--- src/rtl/coin_acceptor.sv ---
// coin_acceptor: synchronises and debounces the raw coin sensor, classifies each
// coin as Rs5/Rs10 and emits a one-cycle coin code, a reject pulse when inhibited,
// and a sticky jam flag when the coin stays in the chute too long.
// Optional feature macro: COIN_ACCEPTOR_TALLY_EN adds the saturating credit_total port.
module coin_acceptor #(
    parameter int unsigned DEB_CYCLES   = 4,
    parameter int unsigned STUCK_CYCLES = 1024,
    parameter int unsigned TALLY_W      = 8
) (
    input  logic               clk,
    input  logic               rst,
    input  logic               coin_present,
    input  logic               coin_is10,
    input  logic               inhibit,
    output logic [1:0]         coin_code,
    output logic               reject,
    output logic               busy,
    output logic               jam
`ifdef COIN_ACCEPTOR_TALLY_EN
    ,
    output logic [TALLY_W-1:0] credit_total
`endif
);

    localparam int unsigned CNT_W = $clog2(DEB_CYCLES + 1);
    localparam int unsigned STK_W = $clog2(STUCK_CYCLES + 1);
    localparam logic [CNT_W-1:0] DEB_LAST = CNT_W'(DEB_CYCLES - 1);
    localparam logic [STK_W-1:0] STK_LAST = STK_W'(STUCK_CYCLES - 1);

    if (DEB_CYCLES < 2 || STUCK_CYCLES < 1 || TALLY_W < 1) begin : g_bad_param
        $error("coin_acceptor: DEB_CYCLES must be >= 2, STUCK_CYCLES and TALLY_W >= 1");
    end

    typedef enum logic [2:0] {
        S_IDLE,
        S_DEBOUNCE,
        S_EMIT,
        S_RELEASE,
        S_JAM
    } state_t;

    state_t           state, state_n;
    logic [CNT_W-1:0] cnt, cnt_n;
    logic [STK_W-1:0] stuck, stuck_n;
    logic [1:0]       code_n;
    logic             reject_n;
    logic [1:0]       pres_sync;
    logic [1:0]       is10_sync;
    logic             s_present;
    logic             s_is10;

    assign s_present = pres_sync[1];
    assign s_is10    = is10_sync[1];

    // Two-flop synchronisers for the asynchronous sensor levels
    always_ff @(posedge clk) begin
        if (rst) begin
            pres_sync <= '0;
            is10_sync <= '0;
        end else begin
            pres_sync <= {pres_sync[0], coin_present};
            is10_sync <= {is10_sync[0], coin_is10};
        end
    end

    // Next-state, counter and output decode
    always_comb begin
        state_n  = state;
        cnt_n    = cnt;
        stuck_n  = stuck;
        code_n   = 2'b00;
        reject_n = 1'b0;
        case (state)
            S_IDLE: begin
                if (s_present) begin
                    state_n = S_DEBOUNCE;
                    cnt_n   = '0;
                end
            end
            S_DEBOUNCE: begin
                if (!s_present) begin
                    state_n = S_IDLE;
                end else if (cnt == DEB_LAST) begin
                    // inhibit and size are sampled only on this edge
                    state_n = S_EMIT;
                    if (inhibit) begin
                        reject_n = 1'b1;
                    end else begin
                        code_n = s_is10 ? 2'b10 : 2'b01;
                    end
                end else begin
                    cnt_n = cnt + 1'b1;
                end
            end
            S_EMIT: begin
                state_n = S_RELEASE;
                cnt_n   = '0;
                stuck_n = '0;
            end
            S_RELEASE: begin
                if (s_present) begin
                    // a bounce restarts the absence count; stuck time accumulates
                    cnt_n = '0;
                    if (stuck == STK_LAST) begin
                        state_n = S_JAM;
                    end else begin
                        stuck_n = stuck + 1'b1;
                    end
                end else if (cnt == DEB_LAST) begin
                    state_n = S_IDLE;
                end else begin
                    cnt_n = cnt + 1'b1;
                end
            end
            S_JAM: begin
                state_n = S_JAM;
            end
            default: begin
                state_n = S_RELEASE;
            end
        endcase
    end

    // State, counters and registered outputs
    always_ff @(posedge clk) begin
        if (rst) begin
            state     <= S_RELEASE;
            cnt       <= '0;
            stuck     <= '0;
            coin_code <= 2'b00;
            reject    <= 1'b0;
            jam       <= 1'b0;
            busy      <= 1'b1;
        end else begin
            state     <= state_n;
            cnt       <= cnt_n;
            stuck     <= stuck_n;
            coin_code <= code_n;
            reject    <= reject_n;
            jam       <= (state_n == S_JAM);
            busy      <= (state_n != S_IDLE);
        end
    end

`ifdef COIN_ACCEPTOR_TALLY_EN
    logic [TALLY_W:0] credit_sum;

    // coin code value equals its worth in Rs5 units
    assign credit_sum = {1'b0, credit_total} + (TALLY_W + 1)'(coin_code);

    // Saturating credit accumulator, updated on the EMIT cycle
    always_ff @(posedge clk) begin
        if (rst) begin
            credit_total <= '0;
        end else if (state == S_EMIT) begin
            credit_total <= credit_sum[TALLY_W] ? '1 : credit_sum[TALLY_W-1:0];
        end
    end
`endif

endmodule

--- config.mk ---
export PLATFORM = sky130hd
export DESIGN_NAME = coin_acceptor
export DESIGN_NICKNAME = d
export VERILOG_FILES = /design/src/rtl/coin_acceptor.sv
export SDC_FILE = /design/constraint.sdc
export NUM_CORES = 1
export LEC_CHECK = 0
export BUFFER_PORTS_ARGS = -buffer_cell sky130_fd_sc_hd__buf_2
export CAP_MARGIN = 20
export CORE_ASPECT_RATIO = 0.5
export CORE_MARGIN = 8
export CORE_UTILIZATION = 45
export CTS_BUF_LIST = sky130_fd_sc_hd__clkbuf_4 sky130_fd_sc_hd__clkbuf_8
export CTS_CLUSTER_DIAMETER = 80
export DETAILED_ROUTE_END_ITERATION = 16
export PLACE_DENSITY = 0.71
export SETUP_SLACK_MARGIN = 0.5
export SLEW_MARGIN = 25
export SYNTH_ARGS = -nofsm -noshare
export SYNTH_HDL_FRONTEND = slang
export SYNTH_SLANG_ARGS = --single-unit
--- constraint.sdc ---
create_clock -name clk -period 2.9 [get_ports clk]
set_input_delay 0.29 -clock clk [delete_from_list [all_inputs] [get_ports clk]]
set_output_delay 0.29 -clock clk [all_outputs]
set_load 0.01 [all_outputs]
Yosys cells after proc, flatten, opt, wreduce, memory -nomap -nowiden --
Index checks and enable logic that the tools add are counted.
Storage, ports and cells: logic and storage cells 50, register bits 26, output and inout port bits 5
Cells by class: equal/unequal tests 11, multiplexer cells 17, bitwise gates (word level) 3, add/subtract/negate cells 2, reductions and logical operators 8
Operators by type and width (count):
- 3-bit 2-to-1 mux | 10
- 3-bit case mux with 4 select lines | 2
- 11-bit 2-to-1 mux | 2
- 11-bit case mux with 2 select lines | 1
- 11-bit by 1-bit adder with 11-bit output (second input constant) | 1
- 11-bit by 10-bit == test with 1-bit output (second input constant) | 1
- 3-bit by 2-bit == test with 1-bit output (second input constant) | 3
- 2-bit != test (second input constant) | 4
- 3-bit == test (second input constant) | 2
- 3-bit AND reduction | 2
- 5-bit OR reduction | 1
- 4-bit nonzero test | 1
- 4-bit OR reduction | 1
- 3-bit by 1-bit adder with 3-bit output (second input constant) | 1
- 3-bit by 1-bit == test with 1-bit output (second input constant) | 1
- 3-bit zero test | 1
- 1-bit NOT | 3
- 3-bit nonzero test | 1
- 2-bit 2-to-1 mux | 1
- 2-bit nonzero test | 1
- 1-bit 2-to-1 mux | 1

Depth between registers and ports, before layout --
Gate-level depths: netlist of run 1.
depth after elaboration 5, depth in mapped cells 6, gate-level depth less buffers 5

Least setup slack after synthesis of run 1 --
No wires, ideal clock.
kind register to register, from reg stuck[0], to reg stuck[2], path buffers 1, data arrival time 1.592 ns, cell stages (with the launch flop) 7, slack 1.249 ns, setup time 0.059 ns, path through dfxtp_1 ha_1 and4b_1 and3_1 buf_2 or4_1 nand2_1
Between the ends: word-level cells in the longest chain between the ends 4, elaborated cells on any way between the ends 7
RTL lines:
- start: declaration | line 44 | logic [STK_W-1:0] stuck, stuck_n;
- start signal: assignment | line 137 | stuck <= stuck_n;
- 11-bit by 1-bit adder with 11-bit output | line 107 | stuck_n = stuck + 1'b1;
- 11-bit 2-to-1 mux | line 104 | if (stuck == STK_LAST) begin
- 11-bit 2-to-1 mux | line 101 | if (s_present) begin
- 11-bit case mux with 2 select lines | line 73 | case (state)
Parallel ways exist; a longest one is shown, timed or not. The select of a mux whose other input is x is not followed. A chain may end at the register's enable or synchronous reset.

Final worst setup path of run 1 --
from reg stuck[0], to reg stuck[3]
The elaborated chain is that of the path after synthesis.

==> metrics.md, run 1 <==
| Metric | Value |
|---|---|
| Syn Nets | 137 |
| Synthesis Warnings | 0 |
| CTS Buffer Depth | 2 |
| H-tree levels | 1 |
| Initial antenna violation count | 0 |
| Die Area | 0.00462 mm² |
| Global-route wire length before repair | 3.77 mm |
| DP Worst Slack | 1.13 ns |
| CTS buffer count | 3 |
| Antenna cells | 0 |
| Via count | 974 |
| # DRC | 0 |
| Area share of the largest cell type after synthesis | 0.440 |
| Pwr Density | 653 mW/mm² |
| Largest delay contributor family on the critical path | simple AND/OR/NAND/NOR gates |
| Detailed Route Iter0 Violations | 39 |
| Register area share after synthesis | 0.440 |
| Ports | 10 |
| Final setup skew | 0.00512 ns |
| Final worst path period need | 1.81 ns |
| RSZ-0062 raised after global routing | no |
| Critical path class | reg -> reg |
| Dpl hpwl | 1.56 mm |
| ANT nets after route | 0 |
| Synth Area per Inst | 9.10 µm² |
| CTS tree | built |
| CTS sink count | 26 |
| Count of different cell masters after synthesis | 39 |
| Clock slew seen by the registers of the worst setup and hold paths | 0.09 ns |
| CTS Hold Bufs | 0 |
| Peak VDD IR | 0.361 mV |
| Vias/cell | 5.63 |
| Cells after Synth | 130 |
| Buffers on Ports | 9 |
| WL final | 2.18 mm |
| Total chip power | 0.843 mW |
| Final instance area | 0.00129 mm² |
| Endpoints failing hold | 0 |
| Worst Path Arrival | 2.01 ns |
| Cell area after synthesis | 0.00118 mm² |
| Post_cts resized | 0 |
| F_max | 554 MHz |
| Top cells by area, synth | dfxtp_1 (44%), a21oi_1 (4.2%), o31ai_1 (3.8%) |
| Final setup viols | 0 |
| Gpl congestion | 0.870 |
| Share of cells above drive strength 1 | 0.103 |
| Drt pass-1 iters | 4 |
| Std cell rows | 13 |
| Placed inst area | 0.00124 mm² |
| GR Util All Layers | 0.104 |
| Postcts setup bufs | 0 |
| Yosys reg bits | 26 |
| Crit path capture type | flop |
| Startpoint Class | flop |
| Die Y | 52.2 µm |
| Root Driver | clkbuf_8 |
| Slowest CP cell | or4_1 |
| Layout Utilization | 0.509 |
| Worst Max-Slew Pin Slew | 0.464 ns |
| Fin. max-slew vios | 0 |
| Status | finished clean |
| Tcrit/Tclk final | 0.622 |
| Critical Path RT | 3.11 ns |
| Die X | 88.5 µm |
| Max-cap violations | 0 |
| WL per Instance | 12.6 µm |
| Buf/Inv on CP | 0 |
| Placeable Area | 0.00254 mm² |
| Critical Path Fanout Max | 11 |
| Worst path cell trace | ha_1, and4b_1, and3_1, or4_1, a21oi_1 |
| Hold Path Class | in -> reg |
| Setup tns final | 0 ns |
| Static Leak | 0.468 nW |
| Worst Slack Setup Final | 1.09 ns |
| Slowest cell delay on critical path | 0.49 ns |
| Largest net degree at the start of global routing | 17 |
| Clock Latency Late Sink | 0.27 ns |
| Synth area leader | dfxtp_1 |
| Slew margin rel. | 0.686 |
| Vias in the first global route | 868 |
| Final net count | 144 |
| Initial core utilization | 0.466 |
| Area grow syn2layout | 9.21% |
| Congestion Overflow GR | 0 |
[metal layers]
metal	track usage	wire (µm)	up-vias
li1	-	-	496
met1	0.130	1090	446
met2	0.165	949	30
met3	0.0234	110	2
met4	0.0582	34	0
met5	0	0	-
[registers in the layout, indices dropped and copies added, names as in the netlist]
name	flops
pres_sync	2
state	3
is10_sync	2
reject	1
coin_code	2
cnt	3
busy	1
jam	1
stuck	11
[Yosys cell counts]
| library cell | n |
|---|---|
| nor3b_4 | 1 |
| nand4_1 | 4 |
| and3_1 | 2 |
| nand3_1 | 7 |
| nand2_1 | 9 |
| and4b_1 | 2 |
| a211o_1 | 1 |
| o21ai_0 | 3 |
| and2_1 | 2 |
| buf_2 | 3 |
| nor4_1 | 1 |
| a21o_1 | 1 |
| clkbuf_1 | 3 |
| o311ai_0 | 2 |
| o41ai_1 | 2 |
| nand2b_1 | 3 |
| buf_6 | 1 |
| and4_1 | 1 |
| dfxtp_1 | 26 |
| nor3b_1 | 2 |
| o21bai_1 | 1 |
| o31ai_1 | 6 |
| nand3b_1 | 1 |
| or2_0 | 1 |
| nor4b_1 | 2 |
| or4_1 | 4 |
| inv_1 | 2 |
| nor3_1 | 1 |
| o211a_1 | 1 |
| o211ai_1 | 1 |
| or3_1 | 4 |
| mux2i_1 | 1 |
| nor2_1 | 7 |
| xnor2_1 | 1 |
| ha_1 | 2 |
| nand4b_1 | 1 |
| nor2b_1 | 7 |
| o311a_1 | 1 |
| a21oi_1 | 10 |
[final cells by class]
cell class	count	area [µm²]
well taps	37	46.3
multi-input cells	95	617
flip-flops and latches	26	520
inverters	2	7.51
clock buffers	4	55.1
repair buffers	9	45.0
fillers	236	1250
[metrics by stage]
step,cells,hold slack [ns]
finish,173,0.209
global route,173,0.205
CTS,173,0.202
detailed placement,169,0.403
global placement,169,0.417
floorplan,130,0.367
[layout by cell type (no fill, tap or decap), types with 2 or more instances in the layout]
| cell type | n |
|---|---|
| nand2b_1 | 3 |
| buf_2 | 9 |
| and4b_1 | 2 |
| and2_1 | 2 |
| o311ai_0 | 2 |
| ha_1 | 2 |
| nor2_1 | 7 |
| nand3_1 | 7 |
| nand4_1 | 4 |
| o41ai_1 | 2 |
| nand2_1 | 9 |
| inv_1 | 2 |
| a21oi_1 | 10 |
| o21ai_0 | 3 |
| dfxtp_1 | 26 |
| nor4b_1 | 2 |
| nor2b_1 | 7 |
| or3_1 | 4 |
| or4_1 | 4 |
| o31ai_1 | 6 |
| nor3b_1 | 2 |
| and3_1 | 2 |
| clkbuf_8 | 4 |
[cells by family (layout without fill, tap and decap cells)]
group | count (synthesis) | after routing | synth area share
AOI/OAI and AO/OA | 29 | 29 | 0.166
xor gates and xnor gates | 1 | 1 | 0.00741
DFF | 26 | 26 | 0.440
and+or+nand+nor | 62 | 62 | 0.319
muxes | 1 | 1 | 0.00847
buffers and inverters | 9 | 15 | 0.0381
adders and majority gates | 2 | 2 | 0.0212
[path summary, 6_finish.rpt]
path	start	to	slack, ns	cells after the start
worst max-delay path	stuck[0]	stuck[3]	1.09	5
worst min-delay path	inhibit	coin_code[1]	0.21	2
worst max register to register	stuck[0]	stuck[3]	1.09	5
worst min register to register	is10_sync[1]	coin_code[0]	0.42	1
[where the power goes]
part           leakage (nW)  internal, mW  total, mW  switching, mW
registers             0.211         0.392      0.436         0.0445
logic                 0.228        0.0818      0.175         0.0929
clock network        0.0288         0.121      0.232          0.111
total                 0.468         0.595      0.843          0.248
[worst reg2reg max path: stages (launching register included)]
cell	delay, ns
dfxtp_1	0.34
ha_1	0.24
and4b_1	0.23
and3_1	0.29
or4_1	0.49
a21oi_1	0.14
(Power assumes the default switching activity.)
==> inputs of run 2 (changes only) <==
==> constraint.sdc (replaced) <==
create_clock -name clk -period 1.8 [get_ports clk]
set_input_delay 0.18 -clock clk [delete_from_list [all_inputs] [get_ports clk]]
set_output_delay 0.18 -clock clk [all_outputs]
set_load 0.01 [all_outputs]
==> run 2 against run 1 <==
Net effect: sequential power grew 63%; hold slack lost 0.12 ns; design area grew 22%; clock-buffer cell count shrank 1; cell count grew 7.5%; maximum frequency grew 12%; sequential share of layout area shrank 6.3 points; setup slack lost 0.90 ns; total power grew 89%; critical path depth is the same; clock power grew 110%; routed wire length grew 23%; critical endpoint unchanged.
==> metrics.md, run 2 (same netlist as run 1, synthesis figures left out) <==
| Metric | Value |
|---|---|
| Final setup skew | 0.00452 ns |
| FF-to-FF Start | stuck[1] |
| Peak VDD IR | 0.688 mV |
| Reg-to-reg endpoint | stuck[3] |
| Total chip power | 1.59 mW |
| F_max | 621 MHz |
| Critical path class | reg -> reg |
| RSZ-0062 raised after global routing | yes |
| Hold Path Class | in -> reg |
| Startpoint Class | flop |
| Crit path capture type | flop |
| Root Driver | clkbuf_8 |
| WL per Instance | 14.4 µm |
| Multi-input gate area | 767 µm² |
| Drt pass-1 iters | 4 |
| Initial antenna violation count | 0 |
| Buf/Inv on CP | 0 |
| Slowest CP cell | or4_4 |
| Die Area | 0.00462 mm² |
| Commonest non-fill, non-tap cell in the layout | dfxtp_1 |
| Antenna cells | 0 |
| Clock slew seen by the registers of the worst setup and hold paths | 0.09 ns |
| Worst Hold Slack | 0.0905 ns |
| Final setup viols | 0 |
| ANT nets after route | 0 |
| Clock Latency Late Sink | 0.27 ns |
| Worst hold path startpoint | inhibit |
| CTS sink count | 26 |
| Layout Cells excl Fill | 186 |
| Tcrit/Tclk final | 0.894 |
| Vias/cell | 5.62 |
| Final net count | 157 |
| Setup slack, reg-to-reg | 0.19 ns |
| Area grow syn2layout | 33.0% |
| Via count | 1045 |
| Critical Path RT | 2.01 ns |
| Critical Path Fanout Max | 7 |
| GR Util All Layers | 0.121 |
| Static Leak | 0.553 nW |
| Placeable Area | 0.00254 mm² |
| Pwr Density | 1010 mW/mm² |
| Endpoints failing hold | 0 |
| Slew margin rel. | 0.683 |
| Max-cap violations | 0 |
| Most flops, register | stuck |
| Layout Utilization | 0.620 |
| Largest delay contributor family on the critical path | simple AND/OR/NAND/NOR gates |
| Worst path cell trace | ha_4, and4b_2, and3_4, or4_4, a21oi_2 |
| Hold Crit Depth | 2 |
| Detailed Route Iter0 Violations | 57 |
| R2R depth | 5 |
| Dpl hpwl | 1.70 mm |
| Global-route wire length before repair | 4.42 mm |
| Fin. max-slew vios | 0 |
| H-tree levels | 1 |
| Worst Max-Slew Pin Slew | 0.474 ns |
| Dpl cells | 172 |
| Ports | 10 |
| Storage element area | 534 µm² |
| Final worst path period need | 1.61 ns |
| Setup tns final | 0 ns |
| Share of cells above drive strength 1 | 0.396 |
| Largest registers | stuck: 11 flops, cnt: 3 flops, state: 3 flops |
| Buffers on Ports | 9 |
| Slowest cell delay on critical path | 0.48 ns |
| Vias in the first global route | 965 |
| Largest net degree at the start of global routing | 17 |
| Worst Path Arrival | 1.82 ns |
| Status | finished clean |
| Die X | 88.5 µm |
| Initial core utilization | 0.466 |
| Hold worst-path end | coin_code[1] |
| CTS buffer count | 3 |
| Congestion Overflow GR | 0 |
| Most frequent cells in the layout | dfxtp_1 (19), buf_4 (12), buf_2 (9), nand2_1 (8) |
| CTS Hold Bufs | 0 |
| CTS tree | built |
| Std cell rows | 13 |
| Gpl congestion | 0.827 |
| # DRC | 0 |
| CTS Buffer Depth | 2 |
| Die Y | 52.2 µm |
| Max reg flops | 11 |
| WL final | 2.69 mm |
| Fillers | 216 |
==> run 2: cell count changes in the layout (fill, tap and decap cells not counted), moves of 4 or more <==
| cell | change |
|---|---|
| buf_4 | +12 |
| dfxtp_1 | -7 |
| dfxtp_2 | +5 |
| a21oi_1 | -4 |
| a21oi_2 | +4 |
==> run 2: report_power, final <==
group	leakage (nW)	internal, mW	switching, mW
combinational	0.304	0.187	0.217
clock	0.0357	0.298	0.181
sequential	0.213	0.641	0.0699
total	0.553	1.13	0.468
==> run 2: timing repair <==
action	CTS	global route
endpoints found under the setup margin	18	20
endpoints found under the hold margin	0	0
resized for setup	16	18
setup buffers	10	0
cloned	0	0
pin swaps	9	9
==> run 2: layout make-up <==
cell class / count / share of cell area
clock buffers: 3 / 0.0263
multi-input cells: 95 / 0.488
well taps: 37 / 0.0294
flip-flops and latches: 26 / 0.340
inverters: 2 / 0.00477
repair buffers: 22 / 0.0931
clock inverters: 1 / 0.0191
==> run 2: metrics by stage <==
| step | setup WS [ns] | instance area, µm² |
|---|---|---|
| 2_1_floorplan | 0.293 | 1220 |
| 3_3_place_gp | 0.229 | 1290 |
| 3_5_place_dp | 0.157 | 1290 |
| 4_1_cts | 0.236 | 1490 |
| 5_1_grt | 0.154 | 1570 |
| 6_report | 0.191 | 1570 |
==> run 2: how the worst max path moves through the flow <==
stage / startpoint / to / slack, ns / cells past startpoint
after global routing: stuck[3] / stuck[6] / 0.15 / 4
after detailed placement: state[1] / stuck[3] / 0.16 / 4
after CTS: stuck[1] / stuck[7] / 0.24 / 5
final: stuck[1] / stuck[3] / 0.19 / 5
after floorplan: stuck[0] / stuck[7] / 0.29 / 5
after global placement: state[1] / stuck[3] / 0.23 / 4
==> run 2: metal layers <==
| layer | track usage | wire (µm) | vias up |
|---|---|---|---|
| met1 | 0.141 | 1260 | 489 |
| met5 | 0 | 0 | - |
| met4 | 0.0332 | 22 | 0 |
| li1 | - | - | 522 |
| met2 | 0.215 | 1290 | 29 |
| met3 | 0.0297 | 118 | 5 |
==> inputs of run 3 (changes only) <==
--- a/config.mk
+++ b/config.mk
@@ -13,7 +13,7 @@
 export CTS_BUF_LIST = sky130_fd_sc_hd__clkbuf_4 sky130_fd_sc_hd__clkbuf_8
 export CTS_CLUSTER_DIAMETER = 80
 export DETAILED_ROUTE_END_ITERATION = 16
-export PLACE_DENSITY = 0.71
+export PLACE_DENSITY = 0.61
 export SETUP_SLACK_MARGIN = 0.5
 export SLEW_MARGIN = 25
 export SYNTH_ARGS = -nofsm -noshare
==> run 3 against run 2 <==
Net effect: via count increased by 3.8%; hold slack gained 0.0017 ns; sequential cell count unchanged; non-clock buffer count is 6 higher; critical path depth stayed put; critical path type unchanged; largest cell class unchanged; critical endpoint unchanged; setup slack improved by 0.019 ns; core utilization increased by 1.6 points; total power rose by 1.8%; global-route usage increased by 0.34 points; highest routed layer unchanged.
==> metrics.md, run 3 (same netlist as run 1, synthesis figures left out) <==
| Metric | Value |
|---|---|
| Slew margin rel. | 0.770 |
| Psw | 0.475 mW |
| Setup tns final | 0 ns |
| Net Sw Frac | 0.293 |
| Fin. max-slew vios | 0 |
| Final worst path period need | 1.59 ns |
| Ports | 10 |
| GR Util All Layers | 0.124 |
| Antenna cells | 0 |
| Commonest non-fill, non-tap cell in the layout | buf_4 |
| Most frequent cells in the layout | buf_4 (19), dfxtp_1 (18), buf_2 (9), nand2_1 (7) |
| Clock Latency Late Sink | 0.27 ns |
| Placeable Area | 0.00254 mm² |
| CTS buffer count | 3 |
| Final setup skew | 0.00276 ns |
| Die X | 88.5 µm |
| Most flops, register | stuck |
| H-tree levels | 1 |
| Global-route wire length before repair | 4.49 mm |
| Largest delay contributor family on the critical path | simple AND/OR/NAND/NOR gates |
| Hold Path Class | in -> reg |
| Status | finished clean |
| Die Area | 0.00462 mm² |
| Initial core utilization | 0.466 |
| Pwr Density | 1000 mW/mm² |
| Share of cells above drive strength 1 | 0.452 |
| Worst path cell trace | ha_4, and4b_1, and3_4, or4_1, a21oi_2 |
| CTS Buffer Depth | 2 |
| Power share of the combinational group | 0.262 |
| Endpoints failing hold | 0 |
| WL final | 2.96 mm |
| Clock slew seen by the registers of the worst setup and hold paths | 0.09 ns |
| ANT nets after route | 0 |
| Final net count | 163 |
| Worst Max-Slew Pin Slew | 0.344 ns |
| Total chip power | 1.62 mW |
| Largest registers | stuck: 11 flops, cnt: 3 flops, state: 3 flops |
| Critical Path Fanout Max | 8 |
| Vias in the first global route | 990 |
| Critical path class | reg -> reg |
| WL per Instance | 15.4 µm |
| Slowest cell delay on critical path | 0.49 ns |
| Worst Hold Slack | 0.0922 ns |
| Buf/Inv on CP | 0 |
| Clk network pwr share | 0.304 |
| # DRC | 0 |
| Max-cap violations | 0 |
| Area grow syn2layout | 36.5% |
| Via count | 1085 |
| Vias/cell | 5.65 |
| Max reg flops | 11 |
| Crit path capture type | flop |
| F_max | 629 MHz |
| RSZ-0062 raised after global routing | yes |
| Dpl cells | 174 |
| Gpl congestion | 0.799 |
| Peak VDD IR | 0.581 mV |
| Critical Path RT | 2.02 ns |
| Final setup viols | 0 |
| Slowest CP cell | or4_1 |
| Drt pass-1 iters | 4 |
| Buffers on Ports | 9 |
| Die Y | 52.2 µm |
| Initial antenna violation count | 0 |
| Largest net degree at the start of global routing | 17 |
| CTS Hold Bufs | 0 |
| Dpl hpwl | 1.68 mm |
| Internal power | 1.15 mW |
| Static Leak | 0.596 nW |
| Layout Cells excl Fill | 192 |
| CTS tree | built |
| Reg power frac | 0.434 |
| Root Driver | clkbuf_8 |
| Worst Path Arrival | 1.81 ns |
| Startpoint Class | flop |
| DP Worst Slack | 0.187 ns |
| Std cell rows | 13 |
| Detailed Route Iter0 Violations | 94 |
| Tcrit/Tclk final | 0.883 |
| Worst Slack Setup Final | 0.210 ns |
| Congestion Overflow GR | 0 |
| CTS sink count | 26 |
## run 3: cell count changes in the layout (fill, tap and decap cells not counted), moves of 2 or more
| cell | delta |
|---|---|
| buf_4 | +7 |
| nand3_1 | -2 |
| a21oi_2 | +2 |
| nand3_2 | +3 |
| a21oi_1 | -2 |
## run 3: routing by layer
| metal | vias up | GRT usage | routed length (µm) | part of all wire |
|---|---|---|---|---|
| met5 | - | 0 | 0 | 0 |
| met4 | 0 | 0.0305 | 30 | 0.010 |
| met3 | 4 | 0.0453 | 108 | 0.037 |
| met2 | 21 | 0.210 | 1440 | 0.49 |
| met1 | 526 | 0.146 | 1380 | 0.47 |
| li1 | 534 | - | - | - |
## run 3: timing repair
item,CTS,global route
resized for setup,18,19
setup buffers,10,4
setup endpoints to repair,18,20
pin swaps,12,9
## run 3: stage by stage
| stage | util | instance area [µm²] |
|---|---|---|
| finish | 0.636 | 1610 |
| global route | 0.636 | 1610 |
| CTS | 0.593 | 1510 |
| detailed placement | 0.514 | 1300 |
| global placement | 0.514 | 1300 |
| floorplan | - | 1220 |
## run 3: power groups by stage
| stage | combinational, mW | sequential, mW | clock [mW] |
|---|---|---|---|
| after floorplan | 0.285 | 0.681 | 0 |
| after global placement | 0.335 | 0.702 | 0 |
| after detailed placement | 0.340 | 0.705 | 0 |
| after CTS | 0.391 | 0.697 | 0.496 |
| after global routing | 0.464 | 0.713 | 0.531 |
| final | 0.425 | 0.704 | 0.492 |
## run 3: final cells by class
class | instances | area (µm²)
fillers | 226 | 923
multi-input cells | 95 | 763
flip-flops and latches | 26 | 538
repair buffers | 28 | 188
well taps | 37 | 46.3
clock buffers | 3 | 41.3
clock inverters | 1 | 30.0
inverters | 2 | 7.51
## run 3: worst paths after layout
path | start | to | slack, ns | depth (start not counted)
worst max-delay path | stuck[0] | stuck[3] | 0.21 | 5
worst min register to register | is10_sync[1] | coin_code[0] | 0.42 | 1
worst max register to register | stuck[0] | stuck[3] | 0.21 | 5
worst min-delay path | inhibit | coin_code[1] | 0.09 | 2
